--- config.mk ---
export PLATFORM = sky130hd
export DESIGN_NAME = flappy_scene_render
export DESIGN_NICKNAME = d
export VERILOG_FILES = /design/src/rtl/flappy_scene_render.sv
export SDC_FILE = /design/constraint.sdc
export NUM_CORES = 1
export LEC_CHECK = 0
export ABC_CLOCK_PERIOD_IN_PS = 7400
export BUFFER_PORTS_ARGS = -buffer_cell sky130_fd_sc_hd__buf_4
export CAP_MARGIN = 10
export CORE_MARGIN = 2
export CORE_UTILIZATION = 63
export CTS_CLUSTER_DIAMETER = 80
export DETAILED_ROUTE_END_ITERATION = 8
export GPL_ROUTABILITY_DRIVEN = 1
export PLACE_DENSITY = 0.84
export SKIP_LAST_GASP = 1
export SLEW_MARGIN = 20
export SYNTH_ARGS = -nofsm -noshare
export SYNTH_HDL_FRONTEND = slang
export SYNTH_SLANG_ARGS = --single-unit
--- constraint.sdc ---
create_clock -name clk -period 7.4 [get_ports clk]
set_clock_uncertainty 0.1 [all_clocks]
set_input_delay 1.11 -clock clk [delete_from_list [all_inputs] [get_ports clk]]
set_output_delay 1.11 -clock clk [all_outputs]
set_load 0.01 [all_outputs]
--- src/rtl/flappy_scene_render.sv ---
`timescale 1ns/1ps
// flappy_scene_render: 640x480@60 VGA renderer for the flappy game-state words.
// Optional macro SCORE_BAR_EN draws a 16-bit binary score bar at the top of the screen.
module flappy_scene_render #(
  parameter int DIV     = 4,
  parameter int BIRD_X  = 40,
  parameter int BIRD_SZ = 16,
  parameter int PIPE_W  = 50,
  parameter int COIN_SZ = 16
) (
  input  logic        clk,
  input  logic        rst,
  input  logic [1:0]  status,
  input  logic [15:0] score,
  input  logic [15:0] bird_y,
  input  logic [31:0] pipe1,
  input  logic [31:0] pipe2,
  input  logic [31:0] pipe3,
  input  logic [31:0] coin,
  output logic        hsync,
  output logic        vsync,
  output logic [11:0] rgb,
  output logic        frame_start
);

  localparam int H_TOTAL  = 800;
  localparam int H_ACT    = 640;
  localparam int HS_BEG   = 656;
  localparam int HS_END   = 751;
  localparam int V_TOTAL  = 525;
  localparam int V_ACT    = 480;
  localparam int VS_BEG   = 490;
  localparam int VS_END   = 491;
  localparam int GROUND_Y = 464;
  localparam int DW       = (DIV > 1) ? $clog2(DIV) : 1;

  logic [DW-1:0]      div_q, div_d;
  logic [9:0]         h_q, h_d, v_q, v_d;
  logic               pix_en, snap;
  logic [10:0]        h11, v11;

  // Shadow copies hold only the fields the renderer actually decodes.
  logic [1:0]         status_q, status_d;
  logic [10:0]        bird_q, bird_d;
  logic [2:0][27:0]   pipe_q, pipe_d;
  logic [20:0]        coin_q, coin_d;

  logic               s1_bird_q, s1_bird_d, s1_coin_q, s1_coin_d;
  logic               s1_pipe_q, s1_pipe_d, s1_ground_q, s1_ground_d;
  logic               s1_active_q, s1_active_d, s1_hs_q, s1_hs_d, s1_vs_q, s1_vs_d;
  logic               s1_rise_q, s1_rise_d, s1_two_q, s1_two_d;

  logic               hsync_q, hsync_d, vsync_q, vsync_d, frame_start_q, frame_start_d;
  logic [11:0]        rgb_q, rgb_d, colour;

  logic [10:0]        by, cx, cy;
  logic               bird_hit, coin_hit, pipe_hit_any;
  logic               unused_bits;

`ifdef SCORE_BAR_EN
  logic [15:0]        score_q, score_d;
  logic               s1_bar_q, s1_bar_d, s1_bar_on_q, s1_bar_on_d;
  logic [10:0]        bar_off;
  logic               bar_hit, bar_on;

  assign unused_bits = ^{pipe1[31:28], pipe2[31:28], pipe3[31:28], coin[30:20], bird_y[14:10]};
`else
  assign unused_bits = ^{pipe1[31:28], pipe2[31:28], pipe3[31:28], coin[30:20], bird_y[14:10],
                         score};
`endif

  function automatic logic pipe_hit(input logic [27:0] p, input logic [10:0] h,
                                    input logic [10:0] v);
    logic [10:0] px, py, gap;
    px  = {1'b0, p[19:10]};
    py  = {1'b0, p[9:0]};
    gap = {3'b000, p[27:20]};
    return (h >= px) && (h < px + 11'(PIPE_W)) && ((v < py) || (v >= py + gap));
  endfunction

  always_comb begin
    pix_en = (div_q == DW'(DIV - 1));
    div_d  = pix_en ? '0 : div_q + 1'b1;

    h_d = h_q;
    v_d = v_q;
    if (pix_en) begin
      if (h_q == 10'(H_TOTAL - 1)) begin
        h_d = '0;
        v_d = (v_q == 10'(V_TOTAL - 1)) ? '0 : v_q + 1'b1;
      end else begin
        h_d = h_q + 1'b1;
      end
    end

    // The snapshot lands in vertical blanking so a frame never mixes two game states.
    snap          = pix_en && (h_q == 10'd0) && (v_q == 10'(V_ACT));
    frame_start_d = snap;
    status_d      = snap ? status : status_q;
    bird_d        = snap ? {bird_y[15], bird_y[9:0]} : bird_q;
    pipe_d[0]     = snap ? pipe1[27:0] : pipe_q[0];
    pipe_d[1]     = snap ? pipe2[27:0] : pipe_q[1];
    pipe_d[2]     = snap ? pipe3[27:0] : pipe_q[2];
    coin_d        = snap ? {coin[31], coin[19:0]} : coin_q;

    h11 = {1'b0, h_q};
    v11 = {1'b0, v_q};
    by  = {1'b0, bird_q[9:0]};
    cx  = {1'b0, coin_q[9:0]};
    cy  = {1'b0, coin_q[19:10]};

    bird_hit = (h11 >= 11'(BIRD_X)) && (h11 < 11'(BIRD_X + BIRD_SZ)) &&
               (v11 >= by) && (v11 < by + 11'(BIRD_SZ));
    coin_hit = coin_q[20] && (h11 >= cx) && (h11 < cx + 11'(COIN_SZ)) &&
               (v11 >= cy) && (v11 < cy + 11'(COIN_SZ));
    pipe_hit_any = pipe_hit(pipe_q[0], h11, v11) || pipe_hit(pipe_q[1], h11, v11) ||
                   pipe_hit(pipe_q[2], h11, v11);

    s1_bird_d   = pix_en ? bird_hit : s1_bird_q;
    s1_coin_d   = pix_en ? coin_hit : s1_coin_q;
    s1_pipe_d   = pix_en ? pipe_hit_any : s1_pipe_q;
    s1_ground_d = pix_en ? (v11 >= 11'(GROUND_Y)) : s1_ground_q;
    s1_active_d = pix_en ? ((h11 < 11'(H_ACT)) && (v11 < 11'(V_ACT))) : s1_active_q;
    s1_hs_d     = pix_en ? !((h11 >= 11'(HS_BEG)) && (h11 <= 11'(HS_END))) : s1_hs_q;
    s1_vs_d     = pix_en ? !((v11 >= 11'(VS_BEG)) && (v11 <= 11'(VS_END))) : s1_vs_q;
    s1_rise_d   = pix_en ? bird_q[10] : s1_rise_q;
    s1_two_d    = pix_en ? (status_q == 2'b11) : s1_two_q;

`ifdef SCORE_BAR_EN
    score_d     = snap ? score : score_q;
    bar_off     = h11 - 11'd200;
    bar_hit     = (v11 >= 11'd4) && (v11 <= 11'd11) && (h11 >= 11'd200) &&
                  (h11 < 11'd456) && (bar_off[3:0] < 4'd12);
    bar_on      = score_q[4'd15 - bar_off[7:4]];
    s1_bar_d    = pix_en ? bar_hit : s1_bar_q;
    s1_bar_on_d = pix_en ? bar_on : s1_bar_on_q;
`endif

    colour = 12'h6CF;
    if (!s1_active_q)   colour = 12'h000;
    else if (s1_bird_q) colour = s1_rise_q ? 12'hFA0 : 12'hFF0;
    else if (s1_coin_q) colour = 12'hFD0;
`ifdef SCORE_BAR_EN
    else if (s1_bar_q)  colour = s1_bar_on_q ? 12'hFFF : 12'h333;
`endif
    else if (s1_pipe_q) colour = s1_two_q ? 12'h06C : 12'h0A0;
    else if (s1_ground_q) colour = 12'h864;

    rgb_d   = pix_en ? colour : rgb_q;
    hsync_d = pix_en ? s1_hs_q : hsync_q;
    vsync_d = pix_en ? s1_vs_q : vsync_q;
  end

  always_ff @(posedge clk or negedge rst) begin
    if (!rst) begin
      div_q         <= '0;
      h_q           <= '0;
      v_q           <= '0;
      status_q      <= '0;
      bird_q        <= '0;
      pipe_q        <= '0;
      coin_q        <= '0;
      s1_bird_q     <= 1'b0;
      s1_coin_q     <= 1'b0;
      s1_pipe_q     <= 1'b0;
      s1_ground_q   <= 1'b0;
      s1_active_q   <= 1'b0;
      s1_hs_q       <= 1'b1;
      s1_vs_q       <= 1'b1;
      s1_rise_q     <= 1'b0;
      s1_two_q      <= 1'b0;
      rgb_q         <= '0;
      hsync_q       <= 1'b1;
      vsync_q       <= 1'b1;
      frame_start_q <= 1'b0;
`ifdef SCORE_BAR_EN
      score_q       <= '0;
      s1_bar_q      <= 1'b0;
      s1_bar_on_q   <= 1'b0;
`endif
    end else begin
      div_q         <= div_d;
      h_q           <= h_d;
      v_q           <= v_d;
      status_q      <= status_d;
      bird_q        <= bird_d;
      pipe_q        <= pipe_d;
      coin_q        <= coin_d;
      s1_bird_q     <= s1_bird_d;
      s1_coin_q     <= s1_coin_d;
      s1_pipe_q     <= s1_pipe_d;
      s1_ground_q   <= s1_ground_d;
      s1_active_q   <= s1_active_d;
      s1_hs_q       <= s1_hs_d;
      s1_vs_q       <= s1_vs_d;
      s1_rise_q     <= s1_rise_d;
      s1_two_q      <= s1_two_d;
      rgb_q         <= rgb_d;
      hsync_q       <= hsync_d;
      vsync_q       <= vsync_d;
      frame_start_q <= frame_start_d;
`ifdef SCORE_BAR_EN
      score_q       <= score_d;
      s1_bar_q      <= s1_bar_d;
      s1_bar_on_q   <= s1_bar_on_d;
`endif
    end
  end

  assign hsync       = hsync_q;
  assign vsync       = vsync_q;
  assign rgb         = rgb_q;
  assign frame_start = frame_start_q;

endmodule
==> run_results.csv <==
group,metric,value,unit
die,die_area,19500,µm²
final_layout,regArea,4060,µm²
final_layout,final_util,73.9,%
routing,postRouteWirelength,26.6,mm
cts,clock_latency,0.44,ns
routing,ant_nets,0,
pwr,p_per_area,138,nW/µm²
cts,h-tree-depth,4,
yosys,synth_common_cells,"197 x ha_1, 158 x dfrtp_1, 122 x nand2_1",
routing,drt_iter0_markers,478,
die,num_rows,49,
setup_path,crit_path_end_kind,"register",
yosys,syn_inst,1219,
pwr,power.total,1.83,mW
global_route,grt_antenna_before_repair,0,
pwr,ir_worst_vdd,0.172,mV
setup_path,crit_slowest_cell,"dfrtp_1",
final_layout,drive_above_1_share,16.3,%
yosys,ys_ff_latch,162,
cts,cts_made_buffers,17,
setup_path,cp.arrival,4.20,ns
yosys,syn_area_per_cell,9.49,µm²
cts,cts_setup_buffers,0,
global_route,grt_pass1_wl,45.2,mm
final_layout,diodes,0,
timing,rsz0062_at_grt,"no",
cts,hold_buffers,0,
cts,cts.repair.resized,0,
cts,clk_pin_slew,0.07,ns
setup_path,crit_path_cell_trace,"nand4_1 > or4_4 > nor3_4 > buf_4 > buf_4 > mux2_2",
global_route,grt_overflow_total,0,
routing,drc,0,
setup_path,critPathMaxStageDelay,0.87,ns
final_layout,multiInputGateArea,6870,µm²
cts,cts_num_sinks,162,
setup_path,startpoint_type,"register",
setup_path,regToRegSetupSlack,3.43,ns
yosys,syn-cell-area,11600,µm²
setup_path,critical_path_required,7.63,ns
yosys,netlist.area_leader.share,34.2,%
flow_run,drv_cap,0,
worst_hold_path,min-delay-path-class,"register to register",
yosys,ys_seq_area_share,35.1,%
final_layout,fillers,1272,
yosys,async_reset_ff_share,100,%
yosys,synth.largest_area_cell,"dfrtp_1",
pwr,leakage,6.78,nW
run_status,status,"finished clean",
global_route,grt_pass1_vias,9665,
timing,final.setup.tns,0,ns
placed_design,dpl-instance-area,12700,µm²
die,io_pins,179,
placed_design,hpwl,19.1,mm
yosys,synthesis.nets,1583,
timing,worstMarginPinSlew,0.938,ns
timing,setup_viol,0,
routing,wl_per_cell,16.8,µm
setup_path,r2r_end,"status_q[1]$_DFFE_PN0P_",
yosys,synthTopCellsByArea,"dfrtp_1 34%, ha_1 21%, xnor2_1 4.0%",
timing,clock.fmax,252,MHz
final_layout,nets,1704,
yosys,yosys.cell_count.top_type,"ha_1",
yosys,synth_cell_types,64,
timing,slew_viol_final,0,
yosys,synth_flop_cell,"dfrtp_1",
routing,vias,9469,
die,die_w,140,µm
timing,min_period_over_period,53.6,%
cts,tritoncts,"yes",
timing,fin_hold_ws,0.376,ns
global_route,globalRouteTotalUtil,28.3,%
final_layout,syn2layout_area_growth,14.7,%
setup_path,crit_type,"register to register",
global_route,grt_start_max_net_pins,89,
setup_path,crit_top_cell,"buf_4",
cts,cts_root_buffer,"clkbuf_16",
placed_design,numPortBuffers,134,
placed_design,gp_congestion,0.864,
setup_path,worstPathMaxFanout,78,
die,chipHeight,140,µm
timing,fin_crit,3.97,ns
setup_path,worstSetupStartpoint,"v_q[5]$_DFFE_PN0P_",
routing,dr.pass1.iters,5,
timing,hold_viol_final,0,
yosys,synth_edf_count,0,
setup_path,endpoint,"status_q[1]$_DFFE_PN0P_",
yosys,ys.warnings.count,0,
routing,viasPerCell,5.99,
setup_path,r2r_cells,6,
timing,max_slew_margin,37.5,%
cts,cts_buffer_depth,2,
die,start_util,64.4,%
setup_path,reg2reg_from,"v_q[5]$_DFFE_PN0P_",
final_layout,fin_area,13300,µm²
die,design.core.area,18000,µm²
-- power breakdown --
group / total [mW] / internal, mW / switching (mW)
Sequential: 0.885 / 0.885 / 0
Combinational: 0.0659 / 0.0400 / 0.0259
Clock: 0.884 / 0.496 / 0.387
Total: 1.83 / 1.42 / 0.413
-- kinds of logic after synthesis --
| kind of cell | count (synthesis) | synth area share (%) |
|---|---|---|
| adders and majority gates | 200 | 21.8 |
| DFF | 162 | 35.1 |
| buffers and inverters | 150 | 5.59 |
| xor gates and xnor gates | 72 | 5.45 |
| AOI/OAI and AO/OA | 314 | 17.0 |
| and+or+nand+nor | 283 | 11.4 |
| muxes | 38 | 3.70 |
-- worst min path at each step --
stage	start	end	slack, ns	depth (start not counted)
2_1_floorplan	div_q[0]$_DFF_PN0_	div_q[0]$_DFF_PN0_	0.30	1
3_3_place_gp	div_q[0]$_DFF_PN0_	div_q[0]$_DFF_PN0_	0.32	1
6_report	div_q[1]$_DFF_PN0_	div_q[1]$_DFF_PN0_	0.38	1
4_1_cts	div_q[0]$_DFF_PN0_	div_q[0]$_DFF_PN0_	0.37	1
5_1_grt	div_q[1]$_DFF_PN0_	div_q[1]$_DFF_PN0_	0.40	1
3_5_place_dp	div_q[0]$_DFF_PN0_	div_q[0]$_DFF_PN0_	0.33	1
-- flip-flops by register name, indices dropped and copies added (netlist names), 2 cells and up --
name,flops
bird_q,11
pipe_q,84
coin_q,21
status_q,2
rgb,10
v_q,10
div_q,2
h_q,10
-- cell usage in the layout (no fill, tap or decap), types with 19 or more instances in the layout --
cell type | netlist | routed
ha_1 | 197 | 197
xor2_1 | 19 | 19
mux2_2 | 36 | 36
nand2_1 | 122 | 122
xnor2_1 | 53 | 53
inv_1 | 113 | 113
o21ai_0 | 61 | 61
dfrtp_1 | 158 | 158
nand3_1 | 29 | 29
a21o_1 | 23 | 23
buf_4 | 8 | 138
nor3_1 | 21 | 21
nor2_1 | 40 | 40
o21ai_1 | 76 | 76
a21oi_1 | 48 | 48
-- stage by stage --
stage | worst slack [ns] | cells
floorplan | 4.26 | 1219
detailed placement | 3.47 | 1550
CTS | 3.44 | 1582
finish | 3.43 | 1582
global placement | 3.56 | 1550
global route | 3.17 | 1582
-- layer usage --
layer | wire length, µm | up-vias | global-route usage [%] | share of wire, %
met5 | 0 | - | 0 | 0
met4 | 585 | 0 | 9.89 | 2.2
met3 | 1330 | 59 | 5.54 | 5.0
met2 | 13200 | 291 | 49.0 | 50
met1 | 11400 | 4518 | 35.4 | 43
li1 | - | 4601 | - | -
-- layout make-up --
cell class                      instances  area share (%)
Multi-Input combinational cell        907            51.8
Inverter                              113            3.19
Sequential cell                       162            30.6
Tap cell                              229            2.16
Clock buffer                           20            3.51
Clock inverter                         12           0.923
Timing Repair Buffer                  139            7.89
-- critical path, delay by kind of cell (launching register included) --
family	cells	cell delay [ns]
buffers and inverters	2	1.33
AND/OR/NAND/NOR	3	1.08
flip-flops	1	0.87
multiplexers	1	0.41
Power figures use the tool's default switching activity.
